### src/rtl/if_id_queue.sv
// ---------------------------------------------------------------------------
// if_id_queue
//   A buffer between the fetch stage and the decode stage. It captures each
//   fetched {pc, pc+4, instruction} triple in a DEPTH-entry FIFO and shows the
//   oldest entry to ID. Both sides use valid/ready, so an ID stall never loses
//   a fetched instruction. A redirect flush discards every wrong-path entry in
//   one cycle.
//
// Handshake: a transfer happens on a rising edge where valid and ready are
//   both high and flush_in is low. if_ready_out and id_valid_out depend only
//   on the registered occupancy. They never depend on same-cycle inputs.
//
// Ports
//   clk, rst            rising-edge clock; asynchronous active-low reset
//   flush_in            drop all stored entries and any same-cycle push
//   if_valid_in/_pc_in/_pc_plus_4_in/_instr_in   fetch-side push triple
//   if_ready_out        queue has room (count != DEPTH)
//   id_valid_out        head entry valid (count != 0)
//   id_pc_out/_pc_plus_4_out/_instr_out          head triple (0/0/NOP if empty)
//   id_ready_in         ID consumes the head this cycle
//   count_out           occupancy, 0..DEPTH
// ---------------------------------------------------------------------------
module if_id_queue #(
    parameter int              XLEN  = 32,
    parameter int              DEPTH = 2,
    parameter logic [XLEN-1:0] NOP   = XLEN'(32'h0000_0013)
) (
    input  logic                       clk,
    input  logic                       rst,
    input  logic                       flush_in,
    input  logic                       if_valid_in,
    input  logic [XLEN-1:0]            if_pc_in,
    input  logic [XLEN-1:0]            if_pc_plus_4_in,
    input  logic [XLEN-1:0]            if_instr_in,
    output logic                       if_ready_out,
    output logic                       id_valid_out,
    output logic [XLEN-1:0]            id_pc_out,
    output logic [XLEN-1:0]            id_pc_plus_4_out,
    output logic [XLEN-1:0]            id_instr_out,
    input  logic                       id_ready_in,
    output logic [$clog2(DEPTH+1)-1:0] count_out
);

    localparam int              CW       = $clog2(DEPTH + 1);
    localparam int              PW       = $clog2(DEPTH);
    localparam logic [PW-1:0]   LAST_PTR = PW'(DEPTH - 1);
    localparam logic [CW-1:0]   FULL_CNT = CW'(DEPTH);

    typedef struct packed {
        logic [XLEN-1:0] pc;
        logic [XLEN-1:0] pc_plus_4;
        logic [XLEN-1:0] instr;
    } entry_t;

    entry_t        mem_q [DEPTH];
    logic [PW-1:0] wr_ptr_q, wr_ptr_d;
    logic [PW-1:0] rd_ptr_q, rd_ptr_d;
    logic [CW-1:0] count_q, count_d;
    logic          push;
    logic          pop;
    entry_t        head;

    // An explicit wrap compare keeps non-power-of-2 depths correct.
    function automatic logic [PW-1:0] ptr_inc(input logic [PW-1:0] p);
        return (p == LAST_PTR) ? '0 : p + PW'(1);
    endfunction

    always_comb begin
        if_ready_out = (count_q != FULL_CNT);
        id_valid_out = (count_q != '0);
        push         = if_valid_in & if_ready_out & ~flush_in;
        pop          = id_valid_out & id_ready_in & ~flush_in;

        wr_ptr_d = wr_ptr_q;
        rd_ptr_d = rd_ptr_q;
        count_d  = count_q;

        if (flush_in) begin
            // Emptying the queue by pulling rd_ptr up to wr_ptr avoids touching storage.
            count_d  = '0;
            rd_ptr_d = wr_ptr_q;
        end else begin
            if (push) wr_ptr_d = ptr_inc(wr_ptr_q);
            if (pop)  rd_ptr_d = ptr_inc(rd_ptr_q);
            if (push && !pop)      count_d = count_q + CW'(1);
            else if (pop && !push) count_d = count_q - CW'(1);
        end
    end

    always_ff @(posedge clk or negedge rst) begin
        if (!rst) begin
            wr_ptr_q <= '0;
            rd_ptr_q <= '0;
            count_q  <= '0;
        end else begin
            wr_ptr_q <= wr_ptr_d;
            rd_ptr_q <= rd_ptr_d;
            count_q  <= count_d;
        end
    end

    // Payload storage is not reset. Only the head pointer and count qualify it.
    always_ff @(posedge clk) begin
        if (push) begin
            mem_q[wr_ptr_q] <= '{pc: if_pc_in, pc_plus_4: if_pc_plus_4_in, instr: if_instr_in};
        end
    end

    always_comb begin
        head             = mem_q[rd_ptr_q];
        id_pc_out        = id_valid_out ? head.pc        : '0;
        id_pc_plus_4_out = id_valid_out ? head.pc_plus_4 : '0;
        id_instr_out     = id_valid_out ? head.instr     : NOP;
        count_out        = count_q;
    end

`ifndef SYNTHESIS
    a_count_max: assert property (@(posedge clk) disable iff (!rst) count_q <= FULL_CNT);
    a_push_room: assert property (@(posedge clk) disable iff (!rst) push |-> (count_q < FULL_CNT));
    a_pop_data:  assert property (@(posedge clk) disable iff (!rst) pop |-> (count_q != '0));
`endif

endmodule
### config.mk
export PLATFORM = sky130hd
export DESIGN_NAME = if_id_queue
export DESIGN_NICKNAME = d
export VERILOG_FILES = /design/src/rtl/if_id_queue.sv
export SDC_FILE = /design/constraint.sdc
export NUM_CORES = 1
export LEC_CHECK = 0
export CAP_MARGIN = 10
export CORE_UTILIZATION = 25
export CTS_CLUSTER_DIAMETER = 150
export CTS_CLUSTER_SIZE = 10
export DETAILED_ROUTE_END_ITERATION = 8
export REMOVE_ABC_BUFFERS = 1
export SYNTH_ARGS = -nofsm -noshare
export SYNTH_HDL_FRONTEND = slang
export SYNTH_SLANG_ARGS = --single-unit
### constraint.sdc
create_clock -name clk -period 5.7 [get_ports clk]
set_input_delay 1.14 -clock clk [delete_from_list [all_inputs] [get_ports clk]]
set_output_delay 1.14 -clock clk [all_outputs]
set_load 0.02 [all_outputs]
==> qor.log, run 1 <==
INFO  placed_design  post-dp-hpwl=9730µm
INFO  clock_network  clkSinkCount=196
INFO  drt            drt_drc_violations_left=0
INFO  placed_design  preCtsSetupSlack=2.25ns
INFO  timing         final-hold-violation-count=0
INFO  final_layout   num_antenna_cells=0
INFO  power_and_ir_drop total_leakage_power=3.61nW
INFO  worst_setup_path category_of_cells_accounting_for_the_largest_share_of_critical_path_delay=buffers and inverters
INFO  clock_network  tritoncts=done
INFO  clock_network  cts.htree.levels=4
INFO  grt            vias_in_the_first_global_route=4202
INFO  power_and_ir_drop pwr_density_cell=379nW/µm²
INFO  synth          simple_gate_fraction_of_synth_area=5.66%
INFO  floorplan      chipHeight=175µm
INFO  drt            total_wirelength_of_the_detailed_routed_design=16000µm
INFO  status         outcome=complete, no violations
INFO  worst_setup_path timing.setup.critical_path_class=reg2out
INFO  timing         period_share=67.2%
INFO  grt            grt_pass1_wl=24100µm
INFO  drt            routedWlPerCell=15.5µm
INFO  synth          syn_area=7450µm²
INFO  grt            grt_remaining_overflow=0
INFO  clock_network  tritoncts.num_buffers=17
INFO  hold_path      timing.hold.worst_path_depth=1
INFO  final_layout   layout.nets=737
INFO  final_layout   layout_cell_share_with_drive_strength_beyond_1=6.63%
INFO  placed_design  place_inst=1001
INFO  floorplan      design.portCount=201
INFO  grt            largest_net_degree_at_the_start_of_global_routing=97
INFO  timing         hold_ws=0.567ns
INFO  worst_setup_path worstPathMaxFanout=26
INFO  floorplan      die_area=30500µm²
INFO  final_layout   layoutNonFillerInstCount=1033
INFO  placed_design  placement.io_buffers=200
INFO  worst_setup_path worst_path_largest_cell_delay=0.73ns
INFO  worst_setup_path critical_path.cell_chain=buf_4, mux2i_1, nand2_1, clkdlybuf4s50_1
INFO  grt            antenna_violations_before_repair=0
INFO  worst_setup_path critPathLaunchType=register
INFO  synth          ys_seq_area_share=78.7%
INFO  clock_network  postCtsSetupBuffers=0
INFO  timing         final.min_clock_period=3.83ns
INFO  timing         final-max-slew-violation-count=0
INFO  clock_network  clk_root_buffer_cell=clkbuf_16
INFO  flow_run       max-cap-violations=0
INFO  drt            final_ant_viol_nets=0
INFO  clock_network  clk_transition_reported_paths=0.07ns
INFO  synth          synth_compound_area_share=0.436%
INFO  synth          synth_seq_cells=196
INFO  clock_network  post_cts_hold_buffer_count=0
INFO  final_layout   areaGrowthSynthToFinish=40.8%
INFO  timing         timing.slew.headroom=39.6%
INFO  worst_setup_path crit_cells=4
INFO  worst_setup_path timing.critical_path.slowest_stage_cell=dfrtp_4
INFO  drt            drc_violation_total_after_the_first_tritonroute_iteration=168
INFO  final_layout   postLayoutCoreUtil=36.2%
INFO  timing         rsz0062_at_grt=no
INFO  power_and_ir_drop vdd.ir_drop.worst=0.185mV
INFO  worst_setup_path end_kind=output pin
INFO  clock_network  maximum_buffer_depth_of_the_clock_tree=2
INFO  synth          ys_warn_count=0
INFO  placed_design  place.gp.congestion=0.693
INFO  drt            avgViaCountPerCell=4.05
INFO  synth          netlist_cell_types=20
INFO  timing         finalSetupViolCount=0
INFO  synth          yosys.area_share.xor_xnor=0.235%
INFO  floorplan      die_w=175µm
INFO  floorplan      core_region_area=29000µm²
INFO  drt            firstDrtPassIters=6
INFO  worst_setup_path worstPathBufferInverterCount=2
INFO  synth          main_combinational_cell_family_by_area_after_synthesis=multiplexers
INFO  synth          post_synth_inst_count=431
INFO  worst_setup_path worst_ep_required_time=4.56ns
INFO  timing         least_margin_pin_slew=0.904ns
INFO  worst_setup_path rr_worst_depth=4
INFO  synth          synth_area_per_cell=17.3µm²
INFO  drt            num_vias=4185
INFO  floorplan      initial_core_util=25.7%
INFO  timing         fmaxAchievable=261MHz
INFO  hold_path      worstHoldPathType=reg2reg
INFO  synth          post_synth_fa_ha_maj_area_fraction=0%
INFO  synth          synth_mux_area_share=13.0%
INFO  grt            grt_use_total=10.6%
INFO  floorplan      rows=62
INFO  timing         fin_setup_tns=0ns
INFO  clock_network  worst_skew_pair.late_latency=0.43ns
INFO  worst_setup_path worst_ep_arrival_time=2.69ns
INFO  timing         timing.final.ws_setup=1.87ns
INFO  clock_network  postCtsResizedCells=0
INFO  timing         finClkSkew=0.0120ns
## worst reg2reg max path, stage by stage (launching register included)
cell      delay [ns]
dfrtp_1         0.49
nand2b_1        0.21
nand3b_1        0.25
nor2_4          0.18
buf_12          0.36
## cell usage in the layout (no fill, tap or decap)
| cell | netlist | routed |
|---|---|---|
| nand3b_1 | 2 | 2 |
| clkinv_2 | 0 | 3 |
| a21o_1 | 1 | 1 |
| edfxtp_1 | 192 | 192 |
| nor2_4 | 0 | 3 |
| clkdlybuf4s50_1 | 0 | 200 |
| a21oi_1 | 3 | 3 |
| xnor2_1 | 1 | 1 |
| buf_4 | 5 | 3 |
| nor3b_1 | 1 | 1 |
| dfrtp_4 | 0 | 1 |
| clkbuf_16 | 0 | 17 |
| clkinv_4 | 0 | 2 |
| nand2_1 | 4 | 4 |
| clkinvlp_4 | 0 | 2 |
| xor2_1 | 1 | 1 |
| inv_1 | 2 | 2 |
| nand2b_1 | 2 | 2 |
| buf_12 | 0 | 4 |
| o21ai_1 | 2 | 2 |
| mux2i_1 | 97 | 97 |
| bufinv_16 | 0 | 1 |
| nand3_1 | 1 | 1 |
| inv_6 | 0 | 6 |
| nor2_1 | 96 | 93 |
| or2_1 | 1 | 1 |
| inv_8 | 0 | 1 |
| dfrtp_1 | 4 | 3 |
## synth_stat cells
master	count	share of area (%)
xor2_1	1	0.12
buf_2	9	0.60
nor2_1	96	4.8
inv_1	2	0.10
xnor2_1	1	0.12
or2_1	1	0.084
nor3b_1	1	0.10
a21oi_1	3	0.20
nand3b_1	2	0.20
clkbuf_1	3	0.15
o21ai_1	2	0.13
nand3_1	1	0.067
nand2_1	4	0.20
nand2b_1	2	0.17
buf_6	4	0.60
edfxtp_1	192	77
buf_4	5	0.50
dfrtp_1	4	1.3
a21o_1	1	0.10
mux2i_1	97	13
## layout make-up
type / count / area (µm²)
clock inverters: 15 / 141
repair buffers: 207 / 2100
flip-flops and latches: 196 / 5870
multi-input cells: 212 / 1470
inverters: 2 / 7.51
fillers: 2759 / 18500
clock buffers: 17 / 425
well taps: 384 / 480
## per-stage QoR
step	power [mW]	area [µm²]
CTS	4.05	10500
finish	3.98	10500
global placement	2.85	9930
detailed placement	2.86	9930
floorplan	2.50	7320
global route	4.17	10500
## routing by layer
layer  vias up  global-route usage, %  routed length (µm)
met2       132                   17.1                7630
met4         0                   3.80                 207
li1       2009                      -                   -
met3        12                   3.42                 976
met5         -                      0                   0
met1      2032                   13.2                7160
## sequential cells by signal, summed over array words and instances, names as in the netlist
register,count
count_out,2
mem_q,192
rd_ptr_q,1
wr_ptr_q,1
## power breakdown
part	leakage (nW)	switching, mW	internal, mW
logic	1.52	0.515	0.454
clock network	0.277	0.564	0.614
registers	1.81	0.0731	1.76
## path summary, 6_finish.rpt
path | startpoint | end | slack [ns]
hold reg to reg | wr_ptr_q$_DFFE_PN0P_ | wr_ptr_q$_DFFE_PN0P_ | 0.57
setup / recovery | rd_ptr_q$_DFFE_PN0P_ | id_instr_out[1] | 1.87
max in group asynchronous | rst | rd_ptr_q$_DFFE_PN0P_ | 4.59
min in group asynchronous | rst | rd_ptr_q$_DFFE_PN0P_ | 0.92
hold / removal | wr_ptr_q$_DFFE_PN0P_ | wr_ptr_q$_DFFE_PN0P_ | 0.57
setup reg to reg | count_out[0]$_DFFE_PN0P_ | mem_q[1][78]$_DFFE_PP_ | 3.62
## cells by family after synthesis
kind of cell	after synthesis
flops	196
simple gates	107
mux	97
buf+inv	23
compound gates	6
xor+xnor	2
Power figures use the tool's default switching activity.
==> run 2: changes to the inputs <==
==> constraint.sdc (replaced) <==
create_clock -name clk -period 3.3 [get_ports clk]
set_input_delay 0.66 -clock clk [delete_from_list [all_inputs] [get_ports clk]]
set_output_delay 0.66 -clock clk [all_outputs]
set_load 0.02 [all_outputs]
==> run 2 against run 1 <==
- sequential power grew 69%
- clock-buffer cell count is the same
- clock power increased by 70%
- total power is 72% higher
- critical path type unchanged
==> qor.log, run 2 (synthesis gave the netlist of run 1 again) <==
INFO  placed_design  detailed_place.area=9930µm² [about the same]
INFO  final_layout   layout.nets=736 [-0.14%]
INFO  grt            grt_remaining_overflow=0 [unchanged]
INFO  final_layout   num-fill-cells=2778 [+0.69%]
INFO  clock_network  tritoncts=done
INFO  clock_network  maximum_buffer_depth_of_the_clock_tree=2 [unchanged]
INFO  worst_setup_path worst_ep_required_time=2.64ns [-1.92 ns]
INFO  worst_setup_path worstPathMaxFanout=50 [+92%]
INFO  power_and_ir_drop total_leakage_power=3.61nW [+0.11%]
INFO  clock_network  post_cts_hold_buffer_count=0 [unchanged]
INFO  timing         finClkSkew=0.0165ns [+0.00447 ns]
INFO  clock_network  cts.htree.levels=4 [unchanged]
INFO  worst_setup_path rr_worst_depth=4 [unchanged]
INFO  final_layout   multi_input_comb_area=1470µm² [unchanged]
INFO  timing         final-max-slew-violation-count=0 [unchanged]
INFO  drt            drc_violation_total_after_the_first_tritonroute_iteration=251 [+49%]
INFO  final_layout   sequential_cell_area=5870µm² [unchanged]
INFO  worst_setup_path setup.reg_to_reg.worst_slack=1.31ns [-2.31 ns]
INFO  floorplan      core_region_area=29000µm² [unchanged]
INFO  final_layout   largest_register_ffs=192 [unchanged]
INFO  timing         fmaxAchievable=342MHz
INFO  drt            routedWlPerCell=15.2µm [-1.5%]
INFO  worst_setup_path crit-reg2reg-capture=mem_q[1][18]$_DFFE_PP_
INFO  worst_setup_path worst_ep_arrival_time=2.27ns [-0.42 ns]
INFO  drt            avgViaCountPerCell=4.07 [+0.41%]
INFO  floorplan      die_w=175µm [unchanged]
INFO  floorplan      initial_core_util=25.7% [unchanged]
INFO  placed_design  placement.io_buffers=200 [unchanged]
INFO  worst_setup_path end_kind=output pin
INFO  clock_network  clk_root_buffer_cell=clkbuf_16
INFO  floorplan      chipHeight=175µm [unchanged]
INFO  worst_setup_path crit_path_start=rd_ptr_q$_DFFE_PN0P_
INFO  power_and_ir_drop pwr_density_cell=653nW/µm² [+72%]
INFO  worst_setup_path worst_r2r_startpoint=count_out[0]$_DFFE_PN0P_
INFO  status         outcome=complete, no violations
INFO  hold_path      worstHoldPathType=in2async
INFO  grt            antenna_violations_before_repair=0 [unchanged]
INFO  final_layout   layout_cell_share_with_drive_strength_beyond_1=6.33% [-0.30 points]
INFO  final_layout   areaGrowthSynthToFinish=40.9% [about the same]
INFO  clock_network  clk_transition_reported_paths=0.08ns [about the same]
INFO  clock_network  postCtsSetupBuffers=0 [unchanged]
INFO  power_and_ir_drop vdd.ir_drop.worst=0.248mV [+34%]
INFO  timing         least_margin_pin_slew=0.588ns [-0.316 ns]
INFO  final_layout   most-common-layout-cells=clkdlybuf4s50_1 (200), edfxtp_1 (192), mux2i_1 (97), nor2_1 (93), clkbuf_16 (17)
INFO  drt            total_wirelength_of_the_detailed_routed_design=15700µm [-1.6%]
INFO  final_layout   top_register=mem_q
INFO  grt            largest_net_degree_at_the_start_of_global_routing=97 [unchanged]
INFO  clock_network  worst_skew_pair.late_latency=0.43ns [about the same]
INFO  final_layout   postLayoutCoreUtil=36.2% [about the same]
INFO  timing         rsz0062_at_grt=no
INFO  clock_network  postCtsResizedCells=0 [unchanged]
INFO  clock_network  tritoncts.num_buffers=17 [unchanged]
INFO  worst_setup_path timing.setup.critical_path_class=reg2out
INFO  final_layout   num_antenna_cells=0 [unchanged]
INFO  drt            final_ant_viol_nets=0 [unchanged]
INFO  floorplan      design.portCount=201 [unchanged]
INFO  grt            grt_use_total=10.4% [-0.19 points]
INFO  final_layout   layout_commonest_cell=clkdlybuf4s50_1
INFO  timing         final.min_clock_period=2.93ns
INFO  flow_run       max-cap-violations=0 [unchanged]
INFO  final_layout   final_design_area_no_fill=10500µm² [about the same]
INFO  worst_setup_path critPathLaunchType=register
INFO  drt            num_vias=4198 [+0.31%]
INFO  drt            drt_drc_violations_left=0 [unchanged]
INFO  grt            vias_in_the_first_global_route=4273 [+1.7%]
INFO  drt            firstDrtPassIters=4 [-2]
INFO  timing         timing.slew.headroom=60.8% [+21 points]
INFO  timing         final-hold-violation-count=0 [unchanged]
INFO  timing         finalSetupViolCount=0 [unchanged]
INFO  timing         period_share=88.7%
INFO  floorplan      rows=62 [unchanged]
INFO  clock_network  clkSinkCount=196 [unchanged]
INFO  worst_setup_path critical_path.endpoint=id_pc_out[12]
INFO  grt            grt_pass1_wl=24200µm [+0.52%]
INFO  floorplan      die_area=30500µm² [unchanged]
INFO  placed_design  post-dp-hpwl=9730µm [about the same]
INFO  placed_design  place.gp.congestion=0.689 [-0.55%]
==> run 2: through the flow <==
step / power, mW / TNS (ns) / hold slack [ns] / std cells / setup slack, ns
final: 6.86 / 0 / 0.431 / 1032 / 0.373
after floorplan: 4.32 / -565.84 / 0.364 / 410 / -2.25
after global placement: 4.94 / 0 / 0.558 / 1000 / 0.748
after detailed placement: 4.95 / 0 / 0.572 / 1000 / 0.713
after CTS: 6.99 / 0 / 0.407 / 1032 / 0.335
after global routing: 7.18 / 0 / 0.422 / 1032 / 0.237
==> run 2: where the power goes <==
part	internal [mW]	total [mW]	switching (mW)
combinational	0.796	1.75	0.951
clock	1.00	2.01	1.00
sequential	3.04	3.10	0.0675
==> run 2: final cells by class <==
type | count | area share (%)
multi-input cells | 212 | 14.0
well taps | 384 | 4.58
clock buffers | 17 | 4.05
clock inverters | 15 | 1.37
repair buffers | 206 | 20.1
flip-flops and latches | 196 | 55.9
inverters | 2 | 0.0715
==> run 2: worst min-delay path by stage <==
stage | startpoint | end | depth (start not counted)
finish | rst | wr_ptr_q$_DFFE_PN0P_ | 1
global route | rst | wr_ptr_q$_DFFE_PN0P_ | 1
CTS | rst | wr_ptr_q$_DFFE_PN0P_ | 1
global placement | wr_ptr_q$_DFFE_PN0P_ | wr_ptr_q$_DFFE_PN0P_ | 1
floorplan | rst | count_out[0]$_DFFE_PN0P_ | 0
detailed placement | wr_ptr_q$_DFFE_PN0P_ | wr_ptr_q$_DFFE_PN0P_ | 1
==> run 2: metal layers <==
metal / part of all wire (%) / track usage, %
met1: 44 / 13.2
met2: 48 / 16.8
met3: 6.6 / 3.59
met4: 0.94 / 2.75
met5: 0 / 0
==> run 2: worst max-delay path, cell delays in order, from the launching register on <==
cell             delay, ns
dfrtp_4               0.45
buf_12                0.31
mux2i_1               0.36
nor2_1                0.08
clkdlybuf4s50_1       0.56
